### src/rtl/img_mem_arbiter.sv
// Shares one single-port image RAM between the display scan (absolute priority)
// and a buffered write requester that only commits while the scan is outside the image window.
module img_mem_arbiter #(
    parameter int IMG_RES   = 256,
    parameter int IX_OFFSET = 20,
    parameter int IY_OFFSET = 20,
    parameter int ADDR_W    = 16,
    parameter int DATA_W    = 8,
    parameter int X_POS_W   = 10,
    parameter int Y_POS_W   = 10
) (
    input  logic              clk_i,
    input  logic              rst_i,
    input  logic [X_POS_W-1:0] x_i,
    input  logic [Y_POS_W-1:0] y_i,
    output logic [DATA_W-1:0] pixel_o,
    output logic              pixel_valid_o,
    input  logic              wr_valid_i,
    output logic              wr_ready_o,
    input  logic [ADDR_W-1:0] wr_addr_i,
    input  logic [DATA_W-1:0] wr_data_i,
    output logic [ADDR_W-1:0] mem_addr_o,
    output logic              mem_we_o,
    output logic [DATA_W-1:0] mem_wdata_o,
    input  logic [DATA_W-1:0] mem_rdata_i,
    output logic [15:0]       coll_cnt_o,
    input  logic              coll_clr_i
);

    localparam int PIX_W = $clog2(IMG_RES);
    localparam logic [X_POS_W-1:0] X_LO = X_POS_W'(IX_OFFSET);
    localparam logic [X_POS_W-1:0] X_HI = X_POS_W'(IX_OFFSET + IMG_RES - 1);
    localparam logic [Y_POS_W-1:0] Y_LO = Y_POS_W'(IY_OFFSET);
    localparam logic [Y_POS_W-1:0] Y_HI = Y_POS_W'(IY_OFFSET + IMG_RES - 1);

    typedef enum logic {
        EMPTY,
        FULL
    } wrState_e;

    wrState_e          state_q, state_d;
    logic [ADDR_W-1:0] heldAddr_q, heldAddr_d;
    logic [DATA_W-1:0] heldData_q, heldData_d;
    logic [ADDR_W-1:0] memAddr_q, memAddr_d;
    logic              memWe_q, memWe_d;
    logic [DATA_W-1:0] memWdata_q, memWdata_d;
    logic [15:0]       collCnt_q, collCnt_d;
    logic [1:0]        winPipe_q;
    logic [DATA_W-1:0] pixel_q, pixel_d;
    logic              pixelValid_q;

    logic              inWin;
    logic [PIX_W-1:0]  xRel;
    logic [PIX_W-1:0]  yRel;
    logic [ADDR_W-1:0] rdAddr;
    logic              wrReady;
    logic              capture;

    assign inWin  = (x_i >= X_LO) && (x_i <= X_HI) && (y_i >= Y_LO) && (y_i <= Y_HI);
    assign xRel   = PIX_W'(x_i - X_LO);
    assign yRel   = PIX_W'(y_i - Y_LO);
    assign rdAddr = ADDR_W'({yRel, xRel});

    always_comb begin
        state_d    = state_q;
        heldAddr_d = heldAddr_q;
        heldData_d = heldData_q;
        memAddr_d  = memAddr_q;
        memWe_d    = 1'b0;
        memWdata_d = memWdata_q;
        collCnt_d  = collCnt_q;
        wrReady    = 1'b0;

        case (state_q)
            EMPTY: begin
                wrReady = 1'b1;
                if (wr_valid_i) state_d = FULL;
            end
            FULL: begin
                // Draining frees the holding register, so a new write can land in the same cycle.
                if (!inWin) begin
                    wrReady = 1'b1;
                    if (!wr_valid_i) state_d = EMPTY;
                end
            end
            default: state_d = EMPTY;
        endcase

        capture = wr_valid_i && wrReady;
        if (capture) begin
            heldAddr_d = wr_addr_i;
            heldData_d = wr_data_i;
        end

        if (inWin) begin
            memAddr_d = rdAddr;
        end else if (state_q == FULL) begin
            memAddr_d  = heldAddr_q;
            memWdata_d = heldData_q;
            memWe_d    = 1'b1;
        end

        if (coll_clr_i) begin
            collCnt_d = '0;
        end else if ((state_q == FULL) && inWin && (collCnt_q != 16'hFFFF)) begin
            collCnt_d = collCnt_q + 16'd1;
        end

        pixel_d = winPipe_q[1] ? mem_rdata_i : '0;
    end

    assign wr_ready_o = wrReady;

    always_ff @(posedge clk_i) begin
        if (rst_i) begin
            state_q      <= EMPTY;
            heldAddr_q   <= '0;
            heldData_q   <= '0;
            memAddr_q    <= '0;
            memWe_q      <= 1'b0;
            memWdata_q   <= '0;
            collCnt_q    <= '0;
            winPipe_q    <= '0;
            pixel_q      <= '0;
            pixelValid_q <= 1'b0;
        end else begin
            state_q      <= state_d;
            heldAddr_q   <= heldAddr_d;
            heldData_q   <= heldData_d;
            memAddr_q    <= memAddr_d;
            memWe_q      <= memWe_d;
            memWdata_q   <= memWdata_d;
            collCnt_q    <= collCnt_d;
            winPipe_q    <= {winPipe_q[0], inWin};
            pixel_q      <= pixel_d;
            pixelValid_q <= winPipe_q[1];
        end
    end

    assign mem_addr_o    = memAddr_q;
    assign mem_we_o      = memWe_q;
    assign mem_wdata_o   = memWdata_q;
    assign coll_cnt_o    = collCnt_q;
    assign pixel_o       = pixel_q;
    assign pixel_valid_o = pixelValid_q;

endmodule
### config.mk
export PLATFORM = sky130hd
export DESIGN_NAME = img_mem_arbiter
export DESIGN_NICKNAME = d
export VERILOG_FILES = /design/src/rtl/img_mem_arbiter.sv
export SDC_FILE = /design/constraint.sdc
export NUM_CORES = 1
export LEC_CHECK = 0
export ABC_AREA = 1
export CAP_MARGIN = 20
export CELL_PAD_IN_SITES_DETAIL_PLACEMENT = 0
export CELL_PAD_IN_SITES_GLOBAL_PLACEMENT = 2
export CORE_AREA = 2 2 120 122
export CTS_CLUSTER_SIZE = 40
export DETAILED_ROUTE_END_ITERATION = 12
export DIE_AREA = 0 0 122 124
export PLACE_DENSITY = 0.83
export SLEW_MARGIN = 0
export SYNTH_ARGS = -nofsm -noshare
export SYNTH_HDL_FRONTEND = slang
export SYNTH_SLANG_ARGS = --single-unit
### constraint.sdc
create_clock -name clk_i -period 2.95 [get_ports clk_i]
set_input_delay 0.4425 -clock clk_i [delete_from_list [all_inputs] [get_ports clk_i]]
set_output_delay 0.4425 -clock clk_i [all_outputs]
set_load 0.1 [all_outputs]
==> results.toml, run 1 <==
[worst_setup_path]
crit_family = "buffers and inverters"
cpMostUsedCell = "nand2_1"
required_ps = 2510
cpPeakStageDelay_ps = 500
crit_fanout = 10
arrival_ps = 2190
critPathSlowestCell = "clkdlybuf4s50_1"
path_cells = "clkdlybuf4s50_1 -> inv_1 -> ha_1 -> inv_1 -> nand2_1 -> nand2_1 -> nor2_1 -> nand2_1 -> nand2_2 -> nor2_8 -> nand2_4 -> buf_12"
start_kind = "input port"
path_buf_inv = 4
end_kind = "primary output"
crit_type = "input port to primary output"

[die]
start_util = 0.2776
core_area_sq_um = 13720
die_h_um = 124
rows = 43
die_x_um = 122
ios = 107
dieArea_sq_um = 15130

[flow_run]
max_cap_violations = 0

[clocking]
cts_max_level = 3
hold_buffers = 0
cts-buffers-inserted = 9
post-cts-setup-buffer-count = 0
cts_sinks = 77
cts_resized = 0
cts_tree = "yes"
clk_pin_slew_ps = 60
root_buffer = "clkbuf_16"
clockBufferDepth = 2
clkLatencyLatePin_ps = 340

[synth]
synth-simple-area-share = 0.3732
synth_xor_area_frac = 0.04599
yosysMostFrequentCell = "nand2_1"
netlist_instances = 532
synth_seq_area_share = 0.4047
synth_flop_cell = "dfxtp_1"
synth_top_family_by_area = "simple AND/OR/NAND/NOR gates"
yosysUniqueCellTypes = 28
synth_top_area_frac = 0.4047
synthTopCellsByCount = "nand2_1 (118), dfxtp_1 (77), nor2_1 (77)"
synth-edff-count = 0
ys_seq_elements = 77
avgSynthCellArea_sq_um = 7.159
synthAdderAreaFrac = 0.02300
synth_compound_area_frac = 0.06702
synth-warning-count = 0
syn_area_sq_um = 3809
synth_mux_area_frac = 0
yosysTopAreaCell = "dfxtp_1"
async_flop_share = 0
synthTopCellsByArea = "dfxtp_1 (40%), nand2_1 (12%), nor2_1 (7.6%), nand3_1 (6.4%), a21oi_1 (5.4%)"
synth_nets = 595

[power]
power.share.clock = 0.434
p_int_uw = 1990
p_switching_uw = 784.3
pwr-share-comb = 0.164
ir_drop_v = 0.0002611
pwr-share-seq = 0.402
power_uw = 2775
power.density_nw_per_um2 = 529.3
power.leakage_uw = 0.002336
switching_share = 0.2827

[sta]
skew_ps = 5.743
finalHoldViolations = 0
fmax_ghz = 0.3797
tightestPinTransition_ps = 534.3
rsz0062_at_grt = "no"
final.period_utilization = 0.8928
tns_ps = 0
slew_headroom = 0.6433
period_minus_slack_ps = 2634
final_max_slew_viol_count = 0
hold_ws_ps = 416.3
setup_viol = 0

[placement]
dpl.cell_count = 802
io_buffers = 106
place_area_sq_um = 4920
place_congestion = 0.8580
hpwl_um = 7825

[finish]
fillers = 1486
area_delta_synth_final_pct = 37.65
drive_gt1_frac = 0.1426
antenna_cells = 0
layout.cells.non_filler = 818
nNetsFinal = 696
fin_area_sq_um = 5243

[global_routing]
grt_pass1_vias = 3622
grt.total_usage = 0.1472
grt_max_degree = 50
grt_pass1_wl_um = 17620
overflow = 0
antenna_found_initial = 0

[drt]
ant_nets = 0
drt_iter0_drc = 142
finalWirelength_um = 10530
routedWlPerCell_um = 12.88
routed_via_density = 4.490
vias = 3673
route.detailed.drc = 0
firstDrtPassIters = 4

[outcome]
run_status = "finished, final reports clean"

[worst_hold_path]
hp-class = "flop to flop"
==> routing by layer <==
layer	share of wire	vias to the layer above	global-route usage
li1	-	1919	-
met1	0.46	1666	0.1901
met2	0.47	76	0.2413
met3	0.048	12	0.02839
met4	0.016	0	0.06034
met5	0	-	0
==> cell families (layout without fill, tap and decap cells) <==
family,count (synthesis),in the layout
AOI/OAI and AO/OA,51,51
xor gates and xnor gates,20,20
adders and majority gates,7,7
buffers and inverters,75,181
DFF,77,77
and+or+nand+nor,302,302
==> sequential cells by signal, indices dropped and copies added, names as in the netlist <==
| name | flops |
|---|---|
| coll_cnt_o | 16 |
| heldAddr_q | 16 |
| heldData_q | 8 |
| mem_addr_o | 16 |
| mem_wdata_o | 8 |
| mem_we_o | 1 |
| pixel_o | 8 |
| pixel_valid_o | 1 |
| state_q | 1 |
| winPipe_q | 2 |
==> worst reg2reg max path, cell delays in order, from the launching register on <==
cell and delay (ps):
dfxtp_1 400, ha_1 210, nand2_1 80, inv_1 70
nand2_2 100, nor2_4 130, nand4_4 250, nand3_2 400
nand2_1 110, a21oi_1 120
==> metrics by stage <==
| stage | utilization | worst slack [ps] |
|---|---|---|
| floorplan | - | 529.9 |
| global placement | 0.3586 | 334.6 |
| detailed placement | 0.3586 | 289.7 |
| CTS | 0.3821 | 294.1 |
| global route | 0.3821 | 107.5 |
| finish | 0.3821 | 316.2 |
==> path summary, 6_finish.rpt <==
| path | from | endpoint | slack, ps | depth (start not counted) |
|---|---|---|---|---|
| min reg2reg | winPipe_q[0]$_SDFF_PP0_ | winPipe_q[1]$_SDFF_PP0_ | 420 | 2 |
| max | y_i[2] | wr_ready_o | 320 | 12 |
| max reg2reg | coll_cnt_o[1]$_SDFFE_PP0P_ | coll_cnt_o[8]$_SDFFE_PP0P_ | 1000 | 9 |
| min | winPipe_q[0]$_SDFF_PP0_ | winPipe_q[1]$_SDFF_PP0_ | 420 | 2 |
==> power by group through the flow <==
stage / clock (uW) / sequential [uW] / combinational [uW]
floorplan: 0 / 1280 / 157
global placement: 0 / 1140 / 460
detailed placement: 0 / 1140 / 461
CTS: 1250 / 1120 / 462
global route: 1270 / 1120 / 496
finish: 1200 / 1110 / 456
==> layout make-up <==
class	instances	area, sq um	share of cell area
clock buffer	9	225.2	0.04296
sequential	77	1541	0.2940
inverter	50	187.7	0.03580
clock inverter	7	97.59	0.01862
tap	180	225.2	0.04296
multi-input combinational	380	1939	0.3699
timing repair buffer	115	1026	0.1957
==> cells in the final DEF, fill, tap and decap left out, drive strengths merged <==
cell             n
nand3b          24
nand2          123
xor2            13
inv             52
nor3b            1
nor3             1
clkinv           1
clkinvlp         2
xnor2            7
nand4           19
o21ai           10
dfxtp           77
and2             1
nand3           51
nor2            82
bufinv           2
clkdlybuf4s50   55
buf             60
ha               7
clkbuf           9
a21oi           41
Power figures use the tool's default switching activity.
==> run 2, diff against run 1 <==
--- a/config.mk
+++ b/config.mk
@@ -7,13 +7,13 @@
 export LEC_CHECK = 0
 export ABC_AREA = 1
 export CAP_MARGIN = 20
-export CELL_PAD_IN_SITES_DETAIL_PLACEMENT = 0
+export CELL_PAD_IN_SITES_DETAIL_PLACEMENT = 2
 export CELL_PAD_IN_SITES_GLOBAL_PLACEMENT = 2
 export CORE_AREA = 2 2 120 122
 export CTS_CLUSTER_SIZE = 40
 export DETAILED_ROUTE_END_ITERATION = 12
 export DIE_AREA = 0 0 122 124
-export PLACE_DENSITY = 0.83
+export PLACE_DENSITY_LB_ADDON = 0.12
 export SLEW_MARGIN = 0
 export SYNTH_ARGS = -nofsm -noshare
 export SYNTH_HDL_FRONTEND = slang
==> run 2 against run 1 <==
Clock power fell by 6%. Worst setup slack got worse by 77 ps. Core utilization fell by 0.26 points. Critical path depth did not move. Final cell count fell by 0.12%. Die area did not move. Via count rose by 4.5%. Final area fell by 0.69%. Sequential share of layout area rose by 0.20 points. Sequential power barely moved. Critical endpoint unchanged. Largest power group unchanged. Highest routed layer is now met5.
==> results.toml, run 2 (synthesis gave the netlist of run 1 again) <==
[finish]
final_cell_mix = "nand2_1 (118), nor2_1 (77), dfxtp_1 (77)"
layout.cells.non_filler = 817
drive_gt1_frac = 0.1429
area_delta_synth_final_pct = 36.70
final_common_cell = "nand2_1"
antenna_cells = 0
nNetsFinal = 695

[placement]
dpl.cell_count = 801
place_congestion = 0.7829
hpwl_um = 9235
dp_slack_ps = 176.0
io_buffers = 106

[clocking]
hold_buffers = 0
clkLatencyLatePin_ps = 340
cts-buffers-inserted = 9
clk_pin_slew_ps = 60
cts_max_level = 3
cts_sinks = 77
clockBufferDepth = 2
post-cts-setup-buffer-count = 0
cts_tree = "yes"
cts_resized = 0
root_buffer = "clkbuf_16"

[power]
power.density_nw_per_um2 = 521.6
power.leakage_uw = 0.002325
ir_drop_v = 0.0003665

[drt]
routedWlPerCell_um = 15.45
drt-met1-wl_um = 5664
ant_nets = 0
wl_met2_um = 6262
route.detailed.drc = 0
vias = 3840
drt_iter0_drc = 190
wl_met3_um = 518
finalWirelength_um = 12620
routed.top_layer = "met5"
routed_via_density = 4.700
firstDrtPassIters = 4

[global_routing]
grt_pass1_wl_um = 20300
antenna_found_initial = 1
grt_pass1_vias = 4057
grt_max_degree = 50
grt.total_usage = 0.1738
overflow = 0

[worst_setup_path]
end_kind = "primary output"
required_ps = 2510
crit_fanout = 10
r2r_slack_ps = 870
start_kind = "input port"
r2r_cells = 9
crit_start = "x_i[2]"
crit_type = "input port to primary output"
r2r-end = "coll_cnt_o[9]$_SDFFE_PP0P_"
reg2reg_from = "coll_cnt_o[1]$_SDFFE_PP0P_"
arrival_ps = 2270

[worst_hold_path]
hp-class = "flop to flop"
hold-path-endpoint = "winPipe_q[1]$_SDFF_PP0_"
worstHoldStart = "winPipe_q[0]$_SDFF_PP0_"
hold_depth = 2

[sta]
period_minus_slack_ps = 2711
final.period_utilization = 0.9191
rsz0062_at_grt = "no"
finalHoldViolations = 0
setup_viol = 0
tightestPinTransition_ps = 895.5
final_max_slew_viol_count = 0
slew_headroom = 0.4030
tns_ps = 0
skew_ps = 8.169
fmax_ghz = 0.3688
setup_ws_ps = 238.7

[die]
start_util = 0.2776
die_h_um = 124
core_area_sq_um = 13720
ios = 107
die_x_um = 122
rows = 43
dieArea_sq_um = 15130

[flow_run]
max_cap_violations = 0

[outcome]
run_status = "finished, final reports clean"
==> run 2: cell types whose count changed in the layout (fill, tap and decap cells not counted), sizes merged <==
cell and delta:
bufinv -1, clkdlybuf4s50 -1, clkinv +3, clkinvlp -1, inv -1
==> run 2: report_power, final <==
part / total [uW] / internal [uW] / leakage [uW] / switching (uW)
sequential: 1120 / 1090 / 0.000630 / 28.9
clock: 1130 / 658 / 0.000146 / 476
combinational: 466 / 158 / 0.00155 / 309
total: 2720 / 1900 / 0.00233 / 813
==> run 2: cell type report <==
| cell class | instances | area [sq um] |
|---|---|---|
| multi-input cells | 380 | 1939 |
| repair buffers | 114 | 1013 |
| flip-flops and latches | 77 | 1541 |
| clock buffers | 9 | 225.2 |
| clock inverters | 7 | 73.82 |
| well taps | 180 | 225.2 |
| inverters | 50 | 187.7 |
| fillers | 1646 | 8513 |
==> run 2: per-layer routing <==
layer	track usage	vias up
met1	0.2078	1849
li1	-	1907
met3	0.03800	15
met5	0	-
met2	0.3083	67
met4	0.05891	2
==> run 2: worst max-delay path by stage <==
stage / end / depth (start not counted)
after global routing: wr_ready_o / 13
after CTS: wr_ready_o / 12
final: wr_ready_o / 12
after detailed placement: coll_cnt_o[2]$_SDFFE_PP0P_ / 13
after global placement: wr_ready_o / 12
after floorplan: coll_cnt_o[6]$_SDFFE_PP0P_ / 10
==> run 2: worst max-delay path, cell delays in order <==
cell             delay (ps)
clkdlybuf4s50_1         510
inv_1                    90
ha_1                    230
inv_1                    60
nand2_1                  70
nand2_1                 100
nor2_1                   50
nand2_1                  70
nand2_2                  90
nor2_8                  210
nand2_4                 120
buf_12                  210
==> run 2: stage by stage <==
stage	hold WS (ps)	util	cell area, sq um	power [uW]
after detailed placement	418.3	0.3577	4907	1611
after global placement	407.6	0.3577	4907	1599
after CTS	424.5	0.3795	5206	2756
after global routing	445.0	0.3795	5206	2841
final	423.9	0.3795	5206	2716
after floorplan	388.3	-	3809	1435
